==> config.mk <==
export PLATFORM = sky130hd
export DESIGN_NAME = thermo_mult_pipe
export DESIGN_NICKNAME = d
export VERILOG_FILES = /design/src/rtl/thermo_mult_pipe.sv
export SDC_FILE = /design/constraint.sdc
export NUM_CORES = 1
export LEC_CHECK = 0
export ABC_CLOCK_PERIOD_IN_PS = 4520
export CORE_MARGIN = 2
export CORE_UTILIZATION = 51
export CTS_CLUSTER_DIAMETER = 30
export DETAILED_ROUTE_END_ITERATION = 10
export HOLD_SLACK_MARGIN = 0.15
export PLACE_DENSITY = 0.81
export SYNTH_ARGS = -nofsm -noshare
export SYNTH_HDL_FRONTEND = slang
export SYNTH_SLANG_ARGS = --single-unit
==> constraint.sdc <==
create_clock -name clk -period 4.52 [get_ports clk]
set_clock_uncertainty 0.1 [all_clocks]
set_input_delay 0.452 -clock clk [delete_from_list [all_inputs] [get_ports clk]]
set_output_delay 0.452 -clock clk [all_outputs]
set_load 0.03 [all_outputs]
==> src/rtl/thermo_mult_pipe.sv <==
// thermo_mult_pipe
//   Signed thermometer-code multiplier with a two-stage valid/ready pipeline.
//   Each sample is scaled by a loadable weight: the result level is
//   round(a*s/W), where a and s are the sample and weight levels. Rounding is
//   ceiling when ROUND_MODE=0 and floor when ROUND_MODE=1.
//
// Ports
//   clk, rst_n          clock (rising edge), asynchronous active-low reset
//   w_load, w_in        weight load strobe and code {sign, thermometer}
//   w_err               one-cycle pulse when a loaded weight code is rejected
//   weight_q            weight currently applied to new samples
//   in_valid, in_ready  sample handshake
//   in_data             sample code {sign, thermometer}
//   in_err              one-cycle pulse when an accepted sample is malformed
//   out_valid, out_ready, out_data   result handshake and code
module thermo_mult_pipe #(
  parameter int W          = 16,
  parameter int ROUND_MODE = 0
) (
  input  logic         clk,
  input  logic         rst_n,
  input  logic         w_load,
  input  logic [W:0]   w_in,
  output logic         w_err,
  output logic [W:0]   weight_q,
  input  logic         in_valid,
  output logic         in_ready,
  input  logic [W:0]   in_data,
  output logic         in_err,
  output logic         out_valid,
  input  logic         out_ready,
  output logic [W:0]   out_data
);

  localparam int LW = $clog2(W + 1);
  localparam int PW = 2 * LW;

  // Length of the run of ones starting at bit 0.
  function automatic logic [LW-1:0] level_of(input logic [W-1:0] x);
    logic [LW-1:0] n;
    logic          run;
    n   = '0;
    run = 1'b1;
    for (int unsigned i = 0; i < W; i++) begin
      if (run && x[i]) n = LW'(i + 1);
      else             run = 1'b0;
    end
    return n;
  endfunction

  function automatic logic [W-1:0] thermo(input logic [LW-1:0] n);
    logic [W-1:0] t;
    t = '0;
    for (int unsigned i = 0; i < W; i++) t[i] = (i < 32'(n));
    return t;
  endfunction

  function automatic logic code_ok(input logic [W-1:0] x);
    return thermo(level_of(x)) == x;
  endfunction

  logic          s1_valid;
  logic [LW-1:0] s1_lvl;
  logic          s1_sign;
  logic [LW-1:0] s1_wlvl;
  logic          s1_wsign;

  logic          s2_ready;
  logic          s1_adv;
  logic          accept;

  logic [PW-1:0] prod;
  logic [PW-1:0] quo;
  logic [LW-1:0] res_lvl;
  logic [W:0]    res_code;

  assign s2_ready = !out_valid || out_ready;
  assign s1_adv   = s1_valid && s2_ready;
  assign in_ready = !s1_valid || s2_ready;
  assign accept   = in_valid && in_ready;

  always_comb begin
    prod = PW'(s1_lvl) * PW'(s1_wlvl);
    if (ROUND_MODE == 0) quo = (prod + PW'(W - 1)) / PW'(W);
    else                 quo = prod / PW'(W);
    res_lvl           = LW'(quo);
    res_code          = '0;
    res_code[W-1:0]   = thermo(res_lvl);
    res_code[W]       = (res_lvl != '0) && (s1_sign ^ s1_wsign);
  end

  // Weight register; a sample accepted on the same edge as a load still
  // captures the old weight because stage 1 reads weight_q before the update.
  always_ff @(posedge clk or negedge rst_n) begin
    if (!rst_n) begin
      weight_q <= '0;
      w_err    <= 1'b0;
    end else begin
      w_err <= w_load && !code_ok(w_in[W-1:0]);
      if (w_load && code_ok(w_in[W-1:0])) weight_q <= w_in;
    end
  end

  always_ff @(posedge clk or negedge rst_n) begin
    if (!rst_n) begin
      s1_valid <= 1'b0;
      s1_lvl   <= '0;
      s1_sign  <= 1'b0;
      s1_wlvl  <= '0;
      s1_wsign <= 1'b0;
      in_err   <= 1'b0;
    end else begin
      in_err <= accept && !code_ok(in_data[W-1:0]);
      if (in_ready) s1_valid <= in_valid;
      if (accept) begin
        s1_lvl   <= level_of(in_data[W-1:0]);
        s1_sign  <= in_data[W];
        s1_wlvl  <= level_of(weight_q[W-1:0]);
        s1_wsign <= weight_q[W];
      end
    end
  end

  always_ff @(posedge clk or negedge rst_n) begin
    if (!rst_n) begin
      out_valid <= 1'b0;
      out_data  <= '0;
    end else begin
      if (s2_ready) out_valid <= s1_valid;
      if (s1_adv)   out_data  <= res_code;
    end
  end

endmodule

==> results.yml, run 1 <==
status:
  status: "finished with violations"
  violations: "design-rule violations"
global_route:
  grt_max_degree: 51
  grt_pass1_vias: 2874
  grt_pass1_wl_um: 13300
  antenna_found_initial: 0
  grt_overflow: 0
  grt_usage: 0.224
logic_synthesis:
  seq_area_frac_synth: 0.367
  yosys-top-cells-area: "dfrtp_1 (37%), fa_1 (6.5%), nand2_1 (6.2%)"
  yosys_warnings: 0
  synth_flop_cell: "dfrtp_1"
  synth_fp_nets: 430
  syn_inst: 367
  yosysTopAreaCellShare: 0.367
  synth_cell_types: 55
  syn_avg_cell_area_sq_um: 9.30
  synth_area_sq_mm: 0.00341
  yosysMostFrequentCell: "nand2_1"
  yosys.area.top_type: "dfrtp_1"
  synth_common_cells: "nand2_1 (56), dfrtp_1 (50), inv_1 (31)"
  synth_edf_count: 0
  async_flop_share: 1.00
  synth.ff_latch_count: 50
sta:
  fmax_mhz: 239
  slew-limit-headroom: 0.284
  rsz0062_at_grt: "no"
  period_share: 0.924
  worst_pin_slew_ns: 1.07
  period_minus_slack_ns: 4.18
  setup_tns_ns: 0
  setup_viol: 0
  hold_viol: 0
  drv_slew: 0
power:
  worst_ir_drop_vdd_mv: 0.174
  p_leak_nw: 1.95
  p_per_area_mw_per_mm2: 250
  finalPower_w: 0.00108
placed_design:
  port_buffers: 76
  gp_congestion: 0.973
  dpl.hpwl_um: 6080
detailed_routing:
  dr.pass1.iters: 7
  drt-initial-drc-count: 152
  viasPerCell: 5.70
  vias: 2963
  ant_nets: 0
  totalWireLength_um: 7830
  remaining_drc_errors: 3
  routedWlPerCell_um: 15.1
floorplanning:
  dieWidth_um: 85.8
  die_h_um: 85.8
  coreArea_sq_mm: 0.00642
  start_util: 0.531
  io_pins: 77
  dieArea_sq_mm: 0.00736
  num_rows: 29
flow_run:
  max_cap_viol_count: 0
setup_path:
  crit_type: "reg -> reg"
  cp-end-kind: "flip-flop"
  crit_required_ns: 4.63
  crit_fanout: 6
  worstSetupStartpointType: "flip-flop"
  critPathArrivalTime_ns: 4.29
clock_tree:
  cts_hold_buf: 0
  cts_sinks: 50
  cts_setup_buffers: 0
  path_clk_slew_ns: 0.10
  cts_tree: "built"
  cts_resized: 0
  cts_inserted_buffers: 5
  clk_latency_ns: 0.31
  cts.htree.levels: 2
  clock-root-buffer: "clkbuf_8"
  max-clock-path-buffers: 2
finish:
  drive_above_1_share: 0.0835
  nNetsFinal: 505
  fill_cells: 512
  diodes: 0
  syn2layout_area_growth_pct: 26.9
worst_hold_path:
  hold_path.class: "in -> async"
==> placed cells by master (no fill, tap or decap), types with 4 or more instances in the layout <==
cell              n
and2_1           12
nand2_1          56
xor2_1            6
dfrtp_1          50
o211ai_1          4
a31oi_1           7
ha_1             13
nor2_1           23
clkbuf_8          5
nor2b_1           4
mux2_2            9
mux2_4            9
nand3_1          10
a211oi_1          4
a21oi_1          11
o22a_1            6
clkdlybuf4s50_1  75
nand4_1           4
inv_1            31
o21ai_0          22
nand2b_1         10
fa_1             11
mux2i_1           4
nor3_1            5
==> worst paths after layout <==
kind	start	endpoint	slack, ns	depth (start not counted)
worst max-delay path	s1_lvl[0]	out_data[14]	0.34	12
max in group asynchronous	rst_n	weight_q[5]	3.43	1
worst min-delay path	rst_n	out_data[9]	0.22	1
worst min register to register	out_data[7]	out_data[7]	0.39	2
worst max register to register	s1_lvl[0]	out_data[14]	0.34	12
min in group clk	out_data[7]	out_data[7]	0.39	2
==> power by group <==
group	switching, W	leakage [nW]	internal, W
clock network	0.000164	0.0585	0.000166
registers	0.0000224	0.653	0.000477
logic	0.000139	1.24	0.000112
==> logic make-up after synthesis <==
group,after synthesis,synth area share
muxes,22,0.0810
xor gates and xnor gates,10,0.0297
buffers and inverters,39,0.0477
AOI/OAI and AO/OA,85,0.171
and+or+nand+nor,137,0.191
adders and majority gates,24,0.112
DFF,50,0.367
==> stage by stage <==
stage                      util  setup WS (ns)  area [sq um]  cells  hold WS [ns]
after floorplan               -          0.618          3410    367        0.0564
after global placement    0.657          0.489          4220    512         0.365
after detailed placement  0.657          0.373          4220    512         0.371
after CTS                 0.674          0.359          4330    520         0.263
after global routing      0.674          0.140          4330    520         0.307
final                     0.674          0.342          4330    520         0.221
==> worst max-delay path, stage by stage, from the launching register on <==
cell	delay, ns
dfrtp_1	0.45
nand2_1	0.11
fa_1	0.51
fa_1	0.51
fa_1	0.54
inv_1	0.04
ha_1	0.33
a21oi_1	0.24
o21ai_1	0.18
a21oi_2	0.27
xor2_1	0.33
nor2_1	0.10
o32a_1	0.35
==> per-layer routing <==
| metal | GRT usage | wire length, um |
|---|---|---|
| met1 | 0.295 | 3450 |
| met2 | 0.372 | 3830 |
| met3 | 0.0529 | 396 |
| met4 | 0.0577 | 154 |
| met5 | 0 | 0 |
==> flip-flops by register name, indices dropped and copies added (netlist names) <==
register	flops
s1_lvl	5
s1_wsign	1
out_valid	1
weight_q	17
s1_valid	1
s1_sign	1
in_err	1
out_data	17
s1_wlvl	5
w_err	1
==> area by class of cell <==
class	instances	area [sq um]	area share
flip-flops and latches	50	1250	0.289
clock buffers	5	68.8	0.0159
clock inverters	3	43.8	0.0101
multi-input cells	278	2000	0.461
repair buffers	76	756	0.175
inverters	31	116	0.0269
well taps	77	96.3	0.0222
(Power assumes the default switching activity.)
==> run 2: changes to the inputs <==
Settings changed: CORE_ASPECT_RATIO set to 1.2.
==> results.yml, run 2 (synthesized netlist as in run 1, its figures left out) <==
finish:
  nNetsFinal: 505
  final_cell_area_sq_mm: 0.00433
  drive_above_1_share: 0.0858
  layout.cells.most_common_list: "clkdlybuf4s50_1 (75), nand2_1 (56), dfrtp_1 (50)"
  top_regs: "out_data (17), weight_q (17)"
  instances_no_fill: 528
  syn2layout_area_growth_pct: 27.0
  fill_cells: 529
  layout_commonest_cell: "clkdlybuf4s50_1"
  register_area_sq_mm: 0.00125
  multiInputGateArea_sq_mm: 0.00201
  diodes: 0
flow_run:
  max_cap_viol_count: 0
setup_path:
  critPathArrivalTime_ns: 4.32
  r2r-start: "s1_wlvl[4]"
  crit_required_ns: 4.63
  crit_type: "reg -> reg"
  rrSetupSlack_ns: 0.31
  rr_endpoint: "out_data[8]"
  crit_fanout: 6
  cp-end-kind: "flip-flop"
  ff2ff_path_depth: 12
  worstSetupStartpointType: "flip-flop"
detailed_routing:
  routedWlPerCell_um: 14.7
  ant_nets: 0
  dr.pass1.iters: 4
  remaining_drc_errors: 0
  vias: 2991
  totalWireLength_um: 7780
  viasPerCell: 5.66
  drt-initial-drc-count: 83
placed_design:
  gp_congestion: 0.894
  dpl.hpwl_um: 6090
  postPlaceCellArea_sq_mm: 0.00423
  pre_cts_ws_ns: 0.356
  port_buffers: 76
  dp_cells: 520
floorplanning:
  die_h_um: 93.6
  start_util: 0.529
  num_rows: 32
  coreArea_sq_mm: 0.00645
  dieArea_sq_mm: 0.00736
  dieWidth_um: 78.7
  io_pins: 77
sta:
  fin_ws_ns: 0.310
  period_share: 0.931
  worst_pin_slew_ns: 1.08
  setup_viol: 0
  fmax_mhz: 238
  slew-limit-headroom: 0.282
  drv_slew: 0
  hold_viol: 0
  setup_tns_ns: 0
  rsz0062_at_grt: "no"
  period_minus_slack_ns: 4.21
clock_tree:
  cts_hold_buf: 0
  cts_tree: "built"
  cts_setup_buffers: 0
  cts.htree.levels: 2
  path_clk_slew_ns: 0.10
  cts_sinks: 50
  clock-root-buffer: "clkbuf_8"
  cts_inserted_buffers: 5
  max-clock-path-buffers: 2
  clk_latency_ns: 0.31
global_route:
  grt_pass1_vias: 2962
  grt_max_degree: 51
  grt_pass1_wl_um: 12700
  antenna_found_initial: 0
  grt_overflow: 0
  grt_usage: 0.215
power:
  p_per_area_mw_per_mm2: 239
  finalPower_w: 0.00103
  worst_ir_drop_vdd_mv: 0.202
  p_leak_nw: 1.94
status:
  status: "finished, final reports clean"
worst_hold_path:
  hold_path.class: "in -> async"
==> run 2: layout make-up <==
class / instances / share of cell area
clock inverters: 2 / 0.00375
multi-input cells: 278 / 0.463
repair buffers: 76 / 0.174
clock buffers: 6 / 0.0191
well taps: 85 / 0.0245
inverters: 31 / 0.0268
flip-flops and latches: 50 / 0.289
==> run 2: repair_timing <==
action,4_1_cts,5_1_grt
hold endpoints to repair,0,0
gates resized for setup,0,1
endpoints found under the setup margin,0,1
==> run 2: worst max path at each step <==
stage	start	to	slack, ns
detailed placement	s1_lvl[0]	out_data[14]	0.36
global route	s1_lvl[0]	out_data[8]	0.02
global placement	s1_wlvl[4]	out_data[14]	0.47
CTS	s1_lvl[0]	out_data[14]	0.34
finish	s1_wlvl[4]	out_data[8]	0.31
floorplan	s1_lvl[0]	out_data[14]	0.62
==> run 2: per-layer routing <==
layer,part of all wire,global-route usage
met1,0.42,0.245
met2,0.53,0.408
met3,0.033,0.0270
met4,0.021,0.0731
met5,0,0
==> run 2: report_power, final <==
group	leakage (nW)	internal [W]	total, W	switching [W]
sequential	0.653	0.000477	0.000499	0.0000222
clock	0.0478	0.000126	0.000284	0.000158
combinational	1.24	0.000112	0.000251	0.000139
==> run 2: worst max-delay path, stage by stage (launching register included) <==
cell     delay, ns
dfrtp_1       0.44
nand2_1       0.11
fa_1          0.51
fa_1          0.51
fa_1          0.54
inv_1         0.04
ha_1          0.33
a21oi_1       0.25
o21ai_1       0.20
xnor2_1       0.36
nor2b_1       0.35
nand2_1       0.10
o221a_2       0.27
==> run 2: per-stage QoR <==
stage / hold WS [ns] / util
5_1_grt: 0.313 / 0.672
3_5_place_dp: 0.364 / 0.656
2_1_floorplan: 0.0564 / -
3_3_place_gp: 0.362 / 0.656
6_report: 0.235 / 0.672
4_1_cts: 0.274 / 0.671
